**config.mk**
```make
export PLATFORM = sky130hd
export DESIGN_NAME = and_pipe_driver
export DESIGN_NICKNAME = d
export VERILOG_FILES = /design/src/rtl/and_pipe_driver.sv
export SDC_FILE = /design/constraint.sdc
export NUM_CORES = 1
export LEC_CHECK = 0
export BUFFER_PORTS_ARGS = -buffer_cell sky130_fd_sc_hd__clkbuf_2
export CORE_MARGIN = 2
export CORE_UTILIZATION = 57
export DETAILED_ROUTE_END_ITERATION = 8
export HOLD_SLACK_MARGIN = 0.08
export PLACE_DENSITY = 0.78
export SLEW_MARGIN = 30
export SYNTH_ARGS = -nofsm -noshare
export SYNTH_HDL_FRONTEND = slang
export SYNTH_SLANG_ARGS = --single-unit
```
**constraint.sdc**
```tcl
create_clock -name clk -period 2.9 [get_ports clk]
set_clock_uncertainty 0.2 [all_clocks]
set_input_delay 0.29 -clock clk [delete_from_list [all_inputs] [get_ports clk]]
set_output_delay 0.29 -clock clk [all_outputs]
set_load 0.05 [all_outputs]
```
**src/rtl/and_pipe_driver.sv**
```systemverilog
`default_nettype none
// ============================================================================
// Module   : and_pipe_driver
// Purpose  : Self-test driver for a 2-input AND pipeline with latency LAT.
//            It drives num_vec stimulus vectors on {in1,in0}, one per cycle,
//            and checks out_dut against the expected AND result LAT cycles
//            later. It counts mismatches in a saturating err_cnt and reports
//            done/pass at the end of the run.
//
// Parameters:
//   LAT    - pipeline latency under test, 1..7 (default 2)
//   CNT_W  - width of num_vec and err_cnt (default 8)
//
// Ports:
//   clk      in   clock, all state on rising edge
//   rst      in   asynchronous active-high reset
//   start    in   run request, sampled only while idle
//   num_vec  in   vectors per run, captured together with start
//   in0      out  stimulus bit 0 to the pipeline
//   in1      out  stimulus bit 1 to the pipeline
//   out_dut  in   pipeline result
//   busy     out  high while driving vectors or draining the pipeline
//   done     out  one-cycle end-of-run pulse
//   err_cnt  out  mismatch count of the current or last run (saturating)
//   pass     out  valid with done; high iff err_cnt == 0
//
// Build option:
//   AND_PIPE_DRIVER_LFSR_EN - when defined, vectors are the low two bits of
//   an 8-bit Fibonacci LFSR (x^8+x^6+x^5+x^4+1, seed 8'h01). When undefined,
//   vectors come from a 2-bit up-counter starting at 00.
//
// Revision : 1.0 - initial release
// ============================================================================
module and_pipe_driver #(
    parameter int LAT   = 2,
    parameter int CNT_W = 8
) (
    input  logic             clk,
    input  logic             rst,
    input  logic             start,
    input  logic [CNT_W-1:0] num_vec,
    output logic             in0,
    output logic             in1,
    input  logic             out_dut,
    output logic             busy,
    output logic             done,
    output logic [CNT_W-1:0] err_cnt,
    output logic             pass
);

    localparam logic [1:0] c_IDLE  = 2'd0;
    localparam logic [1:0] c_RUN   = 2'd1;
    localparam logic [1:0] c_DRAIN = 2'd2;
    localparam logic [1:0] c_DONE  = 2'd3;

    localparam logic [2:0]       c_DRAIN_LAST = 3'(LAT - 1);
    localparam logic [CNT_W-1:0] c_CNT_ONE    = CNT_W'(1);
    localparam logic [CNT_W-1:0] c_ERR_MAX    = '1;

`ifdef AND_PIPE_DRIVER_LFSR_EN
    localparam int                c_PAT_W    = 8;
    localparam logic [c_PAT_W-1:0] c_PAT_SEED = 8'h01;

    // Fibonacci LFSR: taps at bits 7,5,4,3, shifting toward the MSB.
    function automatic logic [c_PAT_W-1:0] f_pat_step(input logic [c_PAT_W-1:0] p);
        return {p[6:0], p[7] ^ p[5] ^ p[4] ^ p[3]};
    endfunction
`else
    localparam int                c_PAT_W    = 2;
    localparam logic [c_PAT_W-1:0] c_PAT_SEED = 2'b00;

    function automatic logic [c_PAT_W-1:0] f_pat_step(input logic [c_PAT_W-1:0] p);
        return p + 2'b01;
    endfunction
`endif

    logic [1:0]         r_state;
    logic [CNT_W-1:0]   r_vec_cnt;    // vectors still to drive after the current one
    logic [2:0]         r_drain_cnt;  // drain cycles left after the current one
    logic [c_PAT_W-1:0] r_pat;        // pattern state holding the NEXT vector
    logic               r_drv_vld;    // {in1,in0} currently carries a real vector
    logic [LAT-1:0]     r_exp;        // expected results in flight
    logic [LAT-1:0]     r_tag;        // valid tags matching r_exp

    logic [1:0]         w_seed_vec;
    logic [c_PAT_W-1:0] w_seed_next;
    logic               w_mismatch;
    logic [CNT_W-1:0]   w_err_next;

    assign w_seed_vec  = c_PAT_SEED[1:0];
    assign w_seed_next = f_pat_step(c_PAT_SEED);

    // The last tag stage lines up with out_dut for the vector driven LAT
    // cycles earlier; only tagged cycles can count as mismatches.
    assign w_mismatch = r_tag[LAT-1] && (out_dut != r_exp[LAT-1]);
    assign w_err_next = (w_mismatch && (err_cnt != c_ERR_MAX)) ? (err_cnt + c_CNT_ONE)
                                                               : err_cnt;

    always_ff @(posedge clk or posedge rst) begin
        if (rst) begin
            r_state     <= c_IDLE;
            r_vec_cnt   <= '0;
            r_drain_cnt <= '0;
            r_pat       <= '0;
            r_drv_vld   <= 1'b0;
            r_exp       <= '0;
            r_tag       <= '0;
            in0         <= 1'b0;
            in1         <= 1'b0;
            busy        <= 1'b0;
            done        <= 1'b0;
            pass        <= 1'b0;
            err_cnt     <= '0;
        end else begin
            // Expected-value delay line tracks whatever is on the outputs.
            r_exp[0] <= in0 & in1;
            r_tag[0] <= r_drv_vld;
            for (int i = 1; i < LAT; i++) begin
                r_exp[i] <= r_exp[i-1];
                r_tag[i] <= r_tag[i-1];
            end

            err_cnt <= w_err_next;

            case (r_state)
                c_IDLE: begin
                    if (start) begin
                        err_cnt <= '0;
                        r_pat   <= c_PAT_SEED;
                        if (num_vec != '0) begin
                            // First vector goes out immediately; r_pat then
                            // holds the one after it.
                            r_state    <= c_RUN;
                            busy       <= 1'b1;
                            {in1, in0} <= w_seed_vec;
                            r_pat      <= w_seed_next;
                            r_drv_vld  <= 1'b1;
                            r_vec_cnt  <= num_vec - c_CNT_ONE;
                        end else begin
                            r_state <= c_DONE;
                            done    <= 1'b1;
                            pass    <= 1'b1;
                        end
                    end
                end

                c_RUN: begin
                    if (r_vec_cnt == '0) begin
                        r_state     <= c_DRAIN;
                        {in1, in0}  <= 2'b00;
                        r_drv_vld   <= 1'b0;
                        r_drain_cnt <= c_DRAIN_LAST;
                    end else begin
                        {in1, in0} <= r_pat[1:0];
                        r_pat      <= f_pat_step(r_pat);
                        r_vec_cnt  <= r_vec_cnt - c_CNT_ONE;
                    end
                end

                c_DRAIN: begin
                    if (r_drain_cnt == 3'd0) begin
                        // The final comparison happens on this same edge,
                        // so pass must use the updated count.
                        r_state <= c_DONE;
                        busy    <= 1'b0;
                        done    <= 1'b1;
                        pass    <= (w_err_next == '0);
                    end else begin
                        r_drain_cnt <= r_drain_cnt - 3'd1;
                    end
                end

                c_DONE: begin
                    r_state <= c_IDLE;
                    done    <= 1'b0;
                    pass    <= 1'b0;
                end

                default: begin
                    r_state    <= c_IDLE;
                    {in1, in0} <= 2'b00;
                    r_drv_vld  <= 1'b0;
                    busy       <= 1'b0;
                    done       <= 1'b0;
                    pass       <= 1'b0;
                end
            endcase
        end
    end

endmodule
`default_nettype wire

```
---- Word-level counts from Yosys, hierarchy flattened ----
Cells that the tools add are included.
cells by class
  add/sub/neg operators ................... 5
  equal/unequal tests ..................... 12
  mux-type cells .......................... 37
  bitwise operators ....................... 1
  reduce and logical (&&, ||, !) cells .... 19
operators by type and width
  kind                                                                number
  8-bit 2-to-1 mux                                                    6
  8-bit zero test                                                     2
  8-bit one-hot mux with 2 select lines                               1
  4-bit AND reduction                                                 4
  8-bit by 1-bit subtractor with 8-bit output, second input constant  2
  2-bit != test, second input constant                                7
  1-bit 2-to-1 mux                                                    13
  2-bit 2-to-1 mux                                                    6
  3-bit AND reduction                                                 4
  8-bit by 1-bit adder with 8-bit output, second input constant       1
  8-bit != test, second input constant                                1
  1-bit one-hot mux with 2 select lines                               4
  2-bit one-hot mux with 4 select lines                               1
  8-bit nonzero test                                                  1
  3-bit 2-to-1 mux                                                    2
  1-bit one-hot mux with 3 select lines                               2
  3-bit one-hot mux with 2 select lines                               1
  2-bit nonzero test                                                  3
  2-bit equality test, second input constant                          2
  2-bit one-hot mux with 2 select lines                               1
  3-bit zero test                                                     1
  3-bit nonzero test                                                  1
  3-bit by 1-bit subtractor with 3-bit output, second input constant  1
  2-bit by 1-bit adder with 2-bit output, second input constant       1
  other kinds (5)                                                     6
storage, ports and cells
  register bits ........................... 33
  input bits .............................. 12
  output and inout port bits .............. 13

---- Longest topological paths before layout ----
  depth in word-level cells ............... 7
  mapped depth ............................ 10

---- Least setup slack after synthesis ----
OpenSTA, ideal clock, no wires.
  path kind ............................... flip-flop to flip-flop
  start ................................... register r_state[1]
  end ..................................... register r_vec_cnt[6]
  setup time .............................. 0.124 ns
  arrival ................................. 2.138 ns
  required time ........................... 2.576 ns
  setup slack ............................. 0.438 ns
  cell stages (with the launch flop) ...... 11
  buffers on the path ..................... 2
  cells stage by stage .................... dfrtp_1 -> inv_1 -> ha_1 -> clkbuf_1 -> clkbuf_1 -> mux2i_1 -> ha_1 -> o221ai_1 -> mux2i_1 -> a21oi_1 -> a21oi_1
on the way
  longest elaborated chain between the ends .. 3
  elaborated cells between the ends (all ways) .. 8
ends and longest elaborated chain
  element                                                                                   line  text
  start: declaration                                                                        77    logic [1:0] r_state;
  start signal: assignment                                                                  101   r_state <= c_IDLE;
  start signal: assignment                                                                  133   r_state <= c_RUN;
  start signal: assignment                                                                  140   r_state <= c_DONE;
  2-bit by 1-bit equality test with 1-bit output / 2-bit zero test (equally long branches)  125   case (r_state)
  2-bit != test (no line) / 2-bit nonzero test (equally long branches)                      --
  4-bit AND reduction (no line)                                                             --
  end signal: assignment                                                                    138   r_vec_cnt <= num_vec - c_CNT_ONE;
  end signal: assignment                                                                    156   r_vec_cnt <= r_vec_cnt - c_CNT_ONE;
  end: declaration                                                                          78    logic [CNT_W-1:0] r_vec_cnt;
Several ways; a longest one is shown, not always the timed one.
A chain may end at the register's enable or synchronous reset.

---- Worst setup path after layout ----
  start ................................... register r_state[0]
  end ..................................... register r_vec_cnt[2]
Same word-level chain as after synthesis.

==> flow_summary_export.csv <==
group,metric,value,unit
routing,vias,1988,
sta,worstMarginPinSlew,0.674,ns
routing,wl_met2,2.35,mm
global_route,grt_pass1_wl,8.63,mm
min_path,hp-class,"flip-flop to flip-flop",
worst_setup_path,path_depth,7,
worst_setup_path,crit_chain,"inv_1 -> ha_1 -> nand2_1 -> a31oi_1 -> o21a_1 -> o21ai_0 -> a221oi_1",
routing,wl_met1,2.23,mm
worst_setup_path,worstPathBufferInverterCount,1,
power_and_ir_drop,p_leak,1.06,nW
worst_setup_path,end_kind,"flip-flop",
min_path,min_path_cells,0,
routing,wirelength,4.86,mm
routing,remaining_drc_errors,0,
synthesis,synth_top_area_share,38.6,%
sta,tns,0,ns
worst_setup_path,crit_type,"flip-flop to flip-flop",
sta,period_minus_slack,2.65,ns
die,core,3630,um2
synthesis,netlist_area,2140,um2
sta,finalSetupViolCount,0,
run_status,run_status,"finished, final reports clean",
die,die_w,65.3,um
layout,final_area,2430,um2
synthesis,synth_area_leader_cell,"dfrtp_1",
global_route,overflow,0,
synthesis,synth_warnings,0,
die,die_h,65.3,um
sta,slew_headroom,54.7,%
placed_design,dp_hpwl,3.52,mm
power_and_ir_drop,vdd.ir_drop.worst,0.407,mV
power_and_ir_drop,pwr_density_cell,1060,nW/um2
worst_setup_path,arrival,2.63,ns
die,ioPinCount,25,
synthesis,avgSynthCellArea,8.46,um2
layout,area_growth,13.4,%
die,rows,22,
clock_network,hold_buffers,2,
clock_network,cts_tree,"yes",
synthesis,synthTopCellsByArea,"dfrtp_1 (39%), o21ai_0 (5.1%), ha_1 (4.7%)",
clock_network,cts.clk_slew.worst_paths,0.07,ns
clock_network,htreeDepth,2,
synthesis,ys_seq_area_share,38.6,%
placed_design,numPortBuffers,24,
routing,top_layer,"met4",
layout,diodes,0,
clock_network,root_buffer,"clkbuf_8",
die,die_area,4260,um2
sta,hold_violations,0,
global_route,grt_max_degree,34,
global_route,grt_usage,26.4,%
routing,drtAntennaViolNets,0,
clock_network,clkLatencyLatePin,0.29,ns
global_route,grt_pass1_vias,1866,
clock_network,clk_path_buf_depth,2,
die,initial_core_util,58.9,%
clock_network,cts-buffers-inserted,5,
clock_network,clock-sinks,33,
layout,drive_gt1_share,13.9,%
sta,slew_violations,0,
worst_setup_path,r2r_slack,0.25,ns
clock_network,ctsResizeCount,0,
worst_setup_path,cpLargestDelayFamily,"compound AO/OA/AOI/OAI gates",
synthesis,yosysMostFrequentCell,"dfrtp_1",
routing,drt_iter0_drc,255,
routing,wl_per_cell,14.8,um
placed_design,postPlaceCellArea,2290,um2
worst_setup_path,critPathMaxFanout,10,
synthesis,synth_cell_types,51,
routing,viasPerCell,6.06,
worst_setup_path,startpoint_type,"flip-flop",
synthesis,syn_nets,273,
synthesis,async_reset_ff_share,100,%
sta,rsz0062_at_grt,"no",
sta,min_period_over_period,91.3,%
job,cap_violations,0,
synthesis,yosys-top-cells-count,"dfrtp_1 (33), nand2_1 (24), nor2_1 (23)",
global_route,antenna_found_initial,0,
worst_setup_path,reg2regPathDepth,7,
placed_design,gp_congestion,0.852,
synthesis,synth_cells,253,
routing,first_pass_iters,4,
worst_setup_path,required,2.88,ns
synthesis,synth_edf_count,0,
worst_setup_path,slowest_delay,0.46,ns
sta,fmax,377,MHz
synthesis,ys_ff_latch,33,
power_and_ir_drop,p_total,0.00257,W
clock_network,cts_setup_buffers,0,
synthesis,yosys_most_used_dff,"dfrtp_1",
worst_setup_path,crit_slowest_cell,"a31oi_1",
routing,wl_met3,193,um
layout,layout.nets,299,
cell families after synthesis:
group,count (synthesis),share of synthesized area [%]
mux,10,4.91
simple gates,102,24.0
fa+ha+maj,8,4.68
buf+inv,23,4.74
flops,33,38.6
compound gates,72,21.1
xor+xnor,5,2.05
state kept, by name, summed over array words and instances, names as in the netlist, 2 cells and up:
register	count
r_state	2
r_drain_cnt	3
r_tag	2
r_pat	2
r_exp	2
r_vec_cnt	8
err_cnt	8
cell type report:
cell class | instances | area [um2]
multi-input cells | 197 | 1210
fillers | 310 | 1210
flip-flops and latches | 33 | 826
repair buffers | 29 | 163
clock buffers | 7 | 86.3
well taps | 48 | 60.1
inverters | 13 | 48.8
clock inverters | 1 | 30.0
routing by layer:
layer,vias up,global-route usage (%)
li1,992,-
met1,933,35.0
met2,53,41.7
met3,10,5.99
met4,0,11.2
met5,-,0
final timing paths:
kind | startpoint | endpoint
max | r_state[0] | r_vec_cnt[2]
min | r_tag[0] | r_tag[1]
max reg2reg | r_state[0] | r_vec_cnt[2]
min reg2reg | r_tag[0] | r_tag[1]
max in group asynchronous | rst | err_cnt[0]
min in group asynchronous | rst | err_cnt[5]
where the power goes:
group	total [W]	switching, W	internal (W)
logic	0.00129	0.000837	0.000453
clock network	0.000455	0.000175	0.000280
registers	0.000826	0.000195	0.000631
total	0.00257	0.00121	0.00136
placed cells by master, fill, tap and decap left out, types with 2 or more instances in the layout:
cell type / n
dfrtp_1: 33
nand2_1: 24
clkbuf_2: 24
nor2_1: 23
o21ai_0: 22
a21oi_1: 16
inv_1: 12
nand3_1: 10
nor3_1: 9
mux2i_1: 9
a31oi_1: 8
nor4_1: 8
ha_1: 8
clkbuf_8: 6
nand4_1: 5
or2_2: 4
o21a_1: 4
or3_1: 3
and2_1: 3
o211ai_1: 3
xor2_1: 3
buf_4: 3
nor2b_1: 2
or4_1: 2
a221oi_1: 2
xnor2_1: 2
nand2b_1: 2
nor3b_1: 2
a211oi_1: 2
o2111ai_1: 2
dlygate4sd3_1: 2
per-stage QoR:
step | hold slack (ns) | instances | setup WS, ns | utilization [%]
6_report | 0.151 | 328 | 0.251 | 66.8
5_1_grt | 0.156 | 328 | 0.102 | 66.8
4_1_cts | 0.153 | 328 | 0.346 | 66.8
3_5_place_dp | 0.137 | 318 | 0.332 | 63.0
3_3_place_gp | 0.133 | 318 | 0.499 | 63.0
2_1_floorplan | 0.131 | 253 | 0.438 | -
worst reg2reg max path, stage by stage, from the launching register on:
cell      delay (ns)
dfrtp_1         0.40
inv_1           0.10
ha_1            0.34
nand2_1         0.20
a31oi_1         0.46
o21a_1          0.42
o21ai_0         0.15
a221oi_1        0.27
Power figures use the tool's default switching activity.
